$ cat src/rtl/dps_strap_pkg.sv
// Shared types for the DPS strap controller: FSM states, strap pair and fallback value.
// The WAIT_IDLE state exists only when DPS_STRAP_RESAMPLE_EN is defined.
package dps_strap_pkg;

    typedef enum logic [1:0] {
        StIdle,
        StDebounce,
        StLocked
`ifdef DPS_STRAP_RESAMPLE_EN
        ,
        StWaitIdle
`endif
    } state_e;

    typedef struct packed {
        logic jtag_spi_n;
        logic boot;
    } strap_t;

    // Selected when debounce times out: SPI on the DPS pads, boot strap low.
    localparam strap_t StrapFallback = '{jtag_spi_n: 1'b0, boot: 1'b0};

endpackage

$ cat src/rtl/prim_flop_2sync.sv
// Two-flop synchronizer for asynchronous inputs.
module prim_flop_2sync #(
    parameter int unsigned      Width      = 1,
    parameter logic [Width-1:0] ResetValue = '0
) (
    input  logic             clk_i,
    input  logic             rst_ni,
    input  logic [Width-1:0] d_i,
    output logic [Width-1:0] q_o
);

    logic [Width-1:0] stage1_q;
    logic [Width-1:0] stage2_q;

    // Two back-to-back flops give metastability a full cycle to resolve.
    always_ff @(posedge clk_i or negedge rst_ni) begin
        if (!rst_ni) begin
            stage1_q <= ResetValue;
            stage2_q <= ResetValue;
        end else begin
            stage1_q <= d_i;
            stage2_q <= stage1_q;
        end
    end

    assign q_o = stage2_q;

endmodule

$ cat src/rtl/dps_strap_ctrl.sv
// DPS6/DPS7 strap sampler: synchronizes, debounces and latches the JTAG/SPI
// select and boot strap, falling back to SPI/boot=0 on debounce timeout.
// Optional feature macro: DPS_STRAP_RESAMPLE_EN (software re-sample via WAIT_IDLE).
module dps_strap_ctrl
    import dps_strap_pkg::*;
#(
    parameter int unsigned DebounceCycles = 16,
    parameter int unsigned TimeoutCycles  = 1024
) (
    input  logic clk_i,
    input  logic rst_ni,
    input  logic strap_jtag_spi_n_i,
    input  logic strap_boot_i,
    input  logic spi_csb_i,
    input  logic jtag_trst_n_i,
    input  logic resample_req_i,
    output logic jtag_sel_o,
    output logic boot_strap_o,
    output logic strap_valid_o,
    output logic strap_err_o,
    output logic resample_ack_o
);

    localparam int unsigned StableW  = $clog2(DebounceCycles + 1);
    localparam int unsigned TimeoutW = $clog2(TimeoutCycles + 1);

    logic                sync_jtag, sync_boot;
    strap_t              strap_sync;
    state_e              state_q, state_d;
    strap_t              capture_q, capture_d;
    strap_t              strap_q, strap_d;
    logic [StableW-1:0]  stable_q, stable_d, stable_inc;
    logic [TimeoutW-1:0] timeout_q, timeout_d, timeout_inc;
    logic                valid_q, valid_d;
    logic                err_q, err_d;
    logic                match, stable_done, timeout_done, start_debounce;
`ifdef DPS_STRAP_RESAMPLE_EN
    logic                ack_q, ack_d;
    logic                resample_q, resample_d;
`endif

    prim_flop_2sync #(
        .Width      (1),
        .ResetValue (1'b0)
    ) u_sync_jtag (
        .clk_i  (clk_i),
        .rst_ni (rst_ni),
        .d_i    (strap_jtag_spi_n_i),
        .q_o    (sync_jtag)
    );

    prim_flop_2sync #(
        .Width      (1),
        .ResetValue (1'b0)
    ) u_sync_boot (
        .clk_i  (clk_i),
        .rst_ni (rst_ni),
        .d_i    (strap_boot_i),
        .q_o    (sync_boot)
    );

    assign strap_sync = '{jtag_spi_n: sync_jtag, boot: sync_boot};

    // Saturating counter increments and the lock/timeout conditions they produce.
    always_comb begin
        stable_inc   = (stable_q == '1) ? stable_q : stable_q + 1'b1;
        timeout_inc  = (timeout_q == '1) ? timeout_q : timeout_q + 1'b1;
        match        = (strap_sync == capture_q);
        stable_done  = (state_q == StDebounce) && match
                       && (stable_inc == StableW'(DebounceCycles));
        timeout_done = (state_q == StDebounce) && (timeout_inc == TimeoutW'(TimeoutCycles));
    end

    // State register.
    always_ff @(posedge clk_i or negedge rst_ni) begin
        if (!rst_ni) begin
            state_q <= StIdle;
        end else begin
            state_q <= state_d;
        end
    end

    // Next-state logic; start_debounce marks entry into DEBOUNCE from IDLE or WAIT_IDLE.
    always_comb begin
        state_d        = state_q;
        start_debounce = 1'b0;
        unique case (state_q)
            StIdle: begin
                state_d        = StDebounce;
                start_debounce = 1'b1;
            end
            StDebounce: begin
                if (stable_done || timeout_done) begin
                    state_d = StLocked;
                end
            end
            StLocked: begin
`ifdef DPS_STRAP_RESAMPLE_EN
                if (resample_req_i) begin
                    state_d = StWaitIdle;
                end
`else
                state_d = StLocked;
`endif
            end
`ifdef DPS_STRAP_RESAMPLE_EN
            StWaitIdle: begin
                // Only swap the pad mux while both SPI and JTAG are idle.
                if (spi_csb_i && !jtag_trst_n_i) begin
                    state_d        = StDebounce;
                    start_debounce = 1'b1;
                end
            end
`endif
            default: state_d = StIdle;
        endcase
    end

    // Output and datapath next-state: capture/counters while debouncing, latch on lock.
    always_comb begin
        capture_d = capture_q;
        stable_d  = stable_q;
        timeout_d = timeout_q;
        strap_d   = strap_q;
        valid_d   = valid_q;
        err_d     = err_q;
`ifdef DPS_STRAP_RESAMPLE_EN
        ack_d      = 1'b0;
        resample_d = resample_q;
`endif
        if (start_debounce) begin
            capture_d = strap_sync;
            stable_d  = '0;
            timeout_d = '0;
            valid_d   = 1'b0;
`ifdef DPS_STRAP_RESAMPLE_EN
            resample_d = (state_q == StWaitIdle);
`endif
        end else if (state_q == StDebounce) begin
            // Timeout keeps counting across mismatches so a noisy pad cannot stall forever.
            timeout_d = timeout_inc;
            if (match) begin
                stable_d = stable_inc;
            end else begin
                capture_d = strap_sync;
                stable_d  = '0;
            end
            if (stable_done) begin
                strap_d = capture_q;
                valid_d = 1'b1;
`ifdef DPS_STRAP_RESAMPLE_EN
                ack_d = resample_q;
`endif
            end else if (timeout_done) begin
                strap_d = StrapFallback;
                valid_d = 1'b1;
                err_d   = 1'b1;
`ifdef DPS_STRAP_RESAMPLE_EN
                ack_d = resample_q;
`endif
            end
        end
    end

    // Datapath and output registers.
    always_ff @(posedge clk_i or negedge rst_ni) begin
        if (!rst_ni) begin
            capture_q <= '0;
            stable_q  <= '0;
            timeout_q <= '0;
            strap_q   <= '0;
            valid_q   <= 1'b0;
            err_q     <= 1'b0;
`ifdef DPS_STRAP_RESAMPLE_EN
            ack_q      <= 1'b0;
            resample_q <= 1'b0;
`endif
        end else begin
            capture_q <= capture_d;
            stable_q  <= stable_d;
            timeout_q <= timeout_d;
            strap_q   <= strap_d;
            valid_q   <= valid_d;
            err_q     <= err_d;
`ifdef DPS_STRAP_RESAMPLE_EN
            ack_q      <= ack_d;
            resample_q <= resample_d;
`endif
        end
    end

    assign jtag_sel_o    = strap_q.jtag_spi_n;
    assign boot_strap_o  = strap_q.boot;
    assign strap_valid_o = valid_q;
    assign strap_err_o   = err_q;

`ifdef DPS_STRAP_RESAMPLE_EN
    assign resample_ack_o = ack_q;
`else
    logic unused_resample_inputs;
    assign unused_resample_inputs = ^{resample_req_i, spi_csb_i, jtag_trst_n_i};
    assign resample_ack_o         = 1'b0;
`endif

endmodule

$ cat config.mk
export PLATFORM = sky130hd
export DESIGN_NAME = dps_strap_ctrl
export DESIGN_NICKNAME = d
export VERILOG_FILES = /design/src/rtl/dps_strap_pkg.sv /design/src/rtl/prim_flop_2sync.sv /design/src/rtl/dps_strap_ctrl.sv
export SDC_FILE = /design/constraint.sdc
export NUM_CORES = 1
export LEC_CHECK = 0
export ABC_CLOCK_PERIOD_IN_PS = 2900
export CAP_MARGIN = 20
export CELL_PAD_IN_SITES_DETAIL_PLACEMENT = 1
export CELL_PAD_IN_SITES_GLOBAL_PLACEMENT = 1
export CORE_MARGIN = 4
export CORE_UTILIZATION = 45
export CTS_BUF_LIST = sky130_fd_sc_hd__clkbuf_16
export DETAILED_ROUTE_END_ITERATION = 12
export PLACE_DENSITY_LB_ADDON = 0.12
export SYNTH_ARGS = -nofsm -noshare
export SYNTH_HDL_FRONTEND = slang
export SYNTH_SLANG_ARGS = --single-unit
$ cat constraint.sdc
create_clock -name clk_i -period 2.9 [get_ports clk_i]
set_clock_uncertainty 0.1 [all_clocks]
set_input_delay 0.435 -clock clk_i [delete_from_list [all_inputs] [get_ports clk_i]]
set_output_delay 0.435 -clock clk_i [all_outputs]
set_load 0.01 [all_outputs]
* Yosys cells after proc, flatten, opt, wreduce, memory -nomap -nowiden
Cells that the tools add are included.
Word-level totals: bits of input ports 7, flip-flop bits (word level) 28, logic and storage cells 57
Operators by class: reduce and logical (&&, ||, !) cells 12, add/subtract/negate cells 2, eq/ne operators 9, bitwise gates (word level) 2, mux-type cells 19
Operator list (number):
- 11-bit two-way mux | 3
- 11-bit equality test, second input constant | 2
- 5-bit two-way mux | 4
- 2-bit two-way mux | 6
- 11-bit by 1-bit adder with 11-bit output, second input constant | 1
- 5-bit equality test, second input constant | 2
- 2-bit case mux with 3 select lines | 1
- 5-bit by 1-bit adder with 5-bit output, second input constant | 1
- 1-bit two-way mux | 5
- 2-bit by 1-bit != test with 1-bit output, second input constant | 2
- 2-bit AND reduction | 2
- 4-bit AND reduction | 1
- 2-bit nonzero test | 2
- 1-bit logical AND | 3
- 3-bit AND reduction | 1
- 3-bit nonzero test | 1
- 2-bit by 1-bit equality test with 1-bit output, second input constant | 1
- 2-bit equality test | 1
- 2-bit equality test, second input constant | 1
- 2-bit logical NOT | 1
- 1-bit inverter | 2
- 1-bit logical OR | 1

* Logic depth before layout (Yosys ltp)
depth after elaboration 8, depth in mapped cells 8, gate-level depth less buffers 7

* By module
From an unflattened synthesis, not the netlist that was laid out.
Unflattened totals: cells, all modules 155, area total of the unflattened synthesis 1527.7 um^2
Modules (own cells, without submodules):
- dps_strap_ctrl | area an instance 1427.6 um^2, cells each 151, instances 1
- prim_flop_2sync | area an instance 50.0 um^2, cells each 2, instances 2

* Least setup slack after synthesis
OpenSTA, ideal clock, no wires.
kind register to register, start reg timeout_q[0], end reg state_q[0], arrival 1990 ps, slack 683 ps, library setup time 128 ps, cell stages (with the launch flop) 8, cell sequence dfrtp_1 ha_1 buf_4 nand3_1 nor4_1 o221ai_1 o311ai_4 mux2_1
On the way: cells in the longest elaborated chain, start to end 6
Ends and longest elaborated chain:
- from (decl) | line dps_strap_ctrl.sv:33 | logic [TimeoutW-1:0] timeout_q, timeout_d, timeout_inc;
- from (signal assigned) | line dps_strap_ctrl.sv:181 | timeout_q <= timeout_d;
- 11-bit by 1-bit adder with 11-bit output / 11-bit equality test (equally long branches) | line dps_strap_ctrl.sv:67 | timeout_inc = (timeout_q == '1) ? timeout_q : timeout_q + 1'b1;
- 11-bit two-way mux (*) | line dps_strap_ctrl.sv:67
- 11-bit equality test (*) | line dps_strap_ctrl.sv:71 | timeout_done = (state_q == StDebounce) && (timeout_inc == TimeoutW'(TimeoutCycles));
- 1-bit logical AND (*) | line dps_strap_ctrl.sv:71
- 1-bit logical OR (*) | line dps_strap_ctrl.sv:93 | if (stable_done || timeout_done) begin
- 2-bit by 1-bit != test with 1-bit output (no line) (*)
- to (signal assigned) | line dps_strap_ctrl.sv:77 | state_q <= StIdle;
- to (signal assigned) | line dps_strap_ctrl.sv:79 | state_q <= state_d;
- to (decl) | line dps_strap_ctrl.sv:29 | state_e state_q, state_d;
Mark *: on every way between the ends. The rest lies on a longest branch, timed or not. A chain may end at the register's enable or synchronous reset.

* Final worst setup path
start reg timeout_q[1], end reg state_q[1]
Same word-level chain as after synthesis.

==> impl_metrics.json <==
{
  "status": "finished, final reports clean",
  "worstMarginPinSlew_ns": 0.6224,
  "endpoint_kind": "register",
  "arrival_ns": 2.73,
  "track_usage_pct": 19.54,
  "antenna_found_initial": 0,
  "timing.fmax_ghz": 0.3717,
  "synth.top_cell.area_share_pct": 42.91,
  "fin_hold_ws_ns": 0.2515,
  "pwr-share-clk_pct": 41.7,
  "min_path_type": "register to register",
  "synth_seq_area_share_pct": 42.91,
  "seq_power_share_pct": 48.8,
  "hold_viol_final": 0,
  "synthCells": 162,
  "globalplace.congestion": 0.7442,
  "wl_per_cell_um": 18.25,
  "row_count": 21,
  "dr.pass1.iters": 4,
  "fin_crit_ns": 2.691,
  "ys_async_sr_fraction_pct": 100.0,
  "path_clk_slew_ns": 0.07,
  "ant_nets": 0,
  "cts_max_path_buffers": 2,
  "switchingPower_mw": 0.2425,
  "tritoncts": "built",
  "synth.cell_area_um2": 1633,
  "max_slew_margin_pct": 58.40,
  "maxCapViolCount": 0,
  "dieArea_um2": 4656,
  "synth_commonest_cells": "dfrtp_1, nand2_1, nor2_1, a21oi_1",
  "total_power_mw": 0.9912,
  "grt_overflow": 0,
  "fin_crit_sh_pct": 92.78,
  "drt-total-wl_mm": 3.868,
  "setup_violations": 0,
  "yosysMostFrequentCell": "dfrtp_1",
  "synth_edf_count": 0,
  "ctsHtreeMaxLevel": 1,
  "crit_fanout": 10,
  "grt_pass1_wl_mm": 6.796,
  "drive_gt1_share_pct": 10.24,
  "synth_flop_cell": "dfrtp_1",
  "hpwl_mm": 2.690,
  "yosys-top-cells-area": "dfrtp_1, ha_1, a21oi_1",
  "pwr-share-comb_pct": 9.5,
  "fin_tns_setup_ns": 0,
  "cp-start-kind": "register",
  "powerDensity_nw_per_um2": 542.2,
  "die_w_um": 68.24,
  "clock-sinks": 28,
  "routed_via_density": 5.962,
  "crit_required_ns": 2.94,
  "final_cells": 212,
  "rsz0062_at_grt": "false",
  "initial_utilization_pct": 47.80,
  "internal-power_mw": 0.7486,
  "grt_pass1_vias": 1333,
  "dp_cells": 208,
  "clk-insertion-delay-late_ns": 0.27,
  "worstSetupPathType": "register to register",
  "core-area_um2": 3416,
  "syn-num-nets": 173,
  "grt_max_degree": 29,
  "root_buffer": "clkbuf_16",
  "synthToLayoutAreaGrowth_pct": 11.95,
  "drtIter0Drc": 74,
  "nNetsFinal": 178,
  "ctsHoldBuffers": 0,
  "io_buffers": 7,
  "die_y_um": 68.24,
  "drc": 0,
  "cts_inserted_buffers": 3,
  "io-pin-count": 12,
  "n_antenna_cell": 0,
  "leakage_nw": 0.7515,
  "slew_violations": 0,
  "yosysTopAreaCell": "dfrtp_1",
  "ys_types": 50,
  "synth_seq_cells": 28,
  "p_sw_share_pct": 24.47,
  "ys_warn_count": 0,
  "syn_area_per_cell_um2": 10.08,
  "vias": 1264,
  "vdd_drop_max_mv": 0.2741
}
[placed cells by master (no fill, tap or decap), types with 3 or more instances in the layout]
cell / Yosys / final
nand2_1: 11 / 11
nand4_1: 5 / 5
a21oi_1: 9 / 9
dfrtp_1: 28 / 28
xor2_1: 5 / 5
nor3_1: 3 / 3
and2_1: 3 / 3
nor2_1: 11 / 11
a311oi_1: 4 / 4
and3_1: 4 / 4
nand3_1: 7 / 7
o21ai_0: 3 / 3
nand3b_1: 3 / 3
clkbuf_16: 0 / 3
a31oi_1: 3 / 3
a211oi_1: 3 / 3
buf_4: 2 / 3
ha_1: 4 / 3
clkdlybuf4s50_1: 0 / 7
inv_1: 7 / 7
xnor2_1: 3 / 3
[timing repair]
item                       in CTS  in global routing
buffers inserted                0                  0
setup endpoints to repair       0                  5
gates resized for setup         0                  1
[registers in the layout (all words and copies together), names as in the netlist, 2 cells and up]
name,flops
capture_q,2
stable_q,5
state_q,2
timeout_q,11
[routing by layer]
layer / GRT usage (%) / vias up / wire length (um)
met5: 0 / - / 0
met3: 3.120 / 6 / 124
met2: 31.17 / 27 / 1898
li1: - / 605 / -
met1: 26.97 / 626 / 1801
met4: 6.452 / 0 / 43
[power groups by stage]
stage          combinational (mW)  sequential, mW  clock (mW)
3_5_place_dp               0.0937           0.490           0
6_report                   0.0943           0.483       0.413
4_1_cts                    0.0954           0.482       0.425
3_3_place_gp               0.0884           0.486           0
2_1_floorplan               0.105           0.457           0
5_1_grt                     0.107           0.492       0.441
[cell type report]
cell class	count	area [um2]
fillers	387	1588
multi-input cells	117	845.8
flip-flops and latches	28	700.7
repair buffers	10	92.59
clock buffers	3	75.07
well taps	46	57.56
clock inverters	1	30.03
inverters	7	26.28
[logic make-up (layout without fill, tap and decap cells)]
| group | count (synthesis) | after routing | synth area share [%] |
|---|---|---|---|
| buf+inv | 17 | 21 | 5.440 |
| xor+xnor | 8 | 8 | 4.291 |
| flops | 28 | 28 | 42.91 |
| compound gates | 41 | 41 | 21.46 |
| mux | 5 | 5 | 3.371 |
| simple gates | 58 | 58 | 19.23 |
| fa+ha+maj | 4 | 4 | 3.065 |
| other cells | 1 | 1 | 0.2297 |
[path summary, 6_finish.rpt]
check | slack (ns) | startpoint | cells past startpoint | end
max in group asynchronous | 1.97 | rst_ni | 2 | state_q[0]$_DFFE_PN0P_
setup / recovery | 0.21 | timeout_q[1]$_DFFE_PN0P_ | 6 | state_q[1]$_DFFE_PN0P_
hold reg to reg | 0.25 | u_sync_boot.stage1_q$_DFF_PN0_ | 0 | u_sync_boot.q_o$_DFF_PN0_
setup reg to reg | 0.21 | timeout_q[1]$_DFFE_PN0P_ | 6 | state_q[1]$_DFFE_PN0P_
hold / removal | 0.25 | u_sync_boot.stage1_q$_DFF_PN0_ | 0 | u_sync_boot.q_o$_DFF_PN0_
min in group asynchronous | 0.45 | rst_ni | 2 | stable_q[2]$_DFFE_PN0P_
[stage by stage]
step,util (%),instance area [um2],setup WS (ns)
3_5_place_dp,50.37,1720,0.09201
6_report,53.52,1828,0.2094
5_1_grt,53.52,1828,0.04455
2_1_floorplan,-,1633,0.6825
4_1_cts,53.44,1826,0.07938
3_3_place_gp,50.37,1720,0.4096
[critical path, stage by stage, from the launching register on]
cell and delay (ns):
dfrtp_1 0.48, ha_2 0.37, nand3_1 0.17, nor4_1 0.38
o221ai_1 0.31, o311ai_4 0.36, mux2_1 0.37
Power figures use the tool's default switching activity.
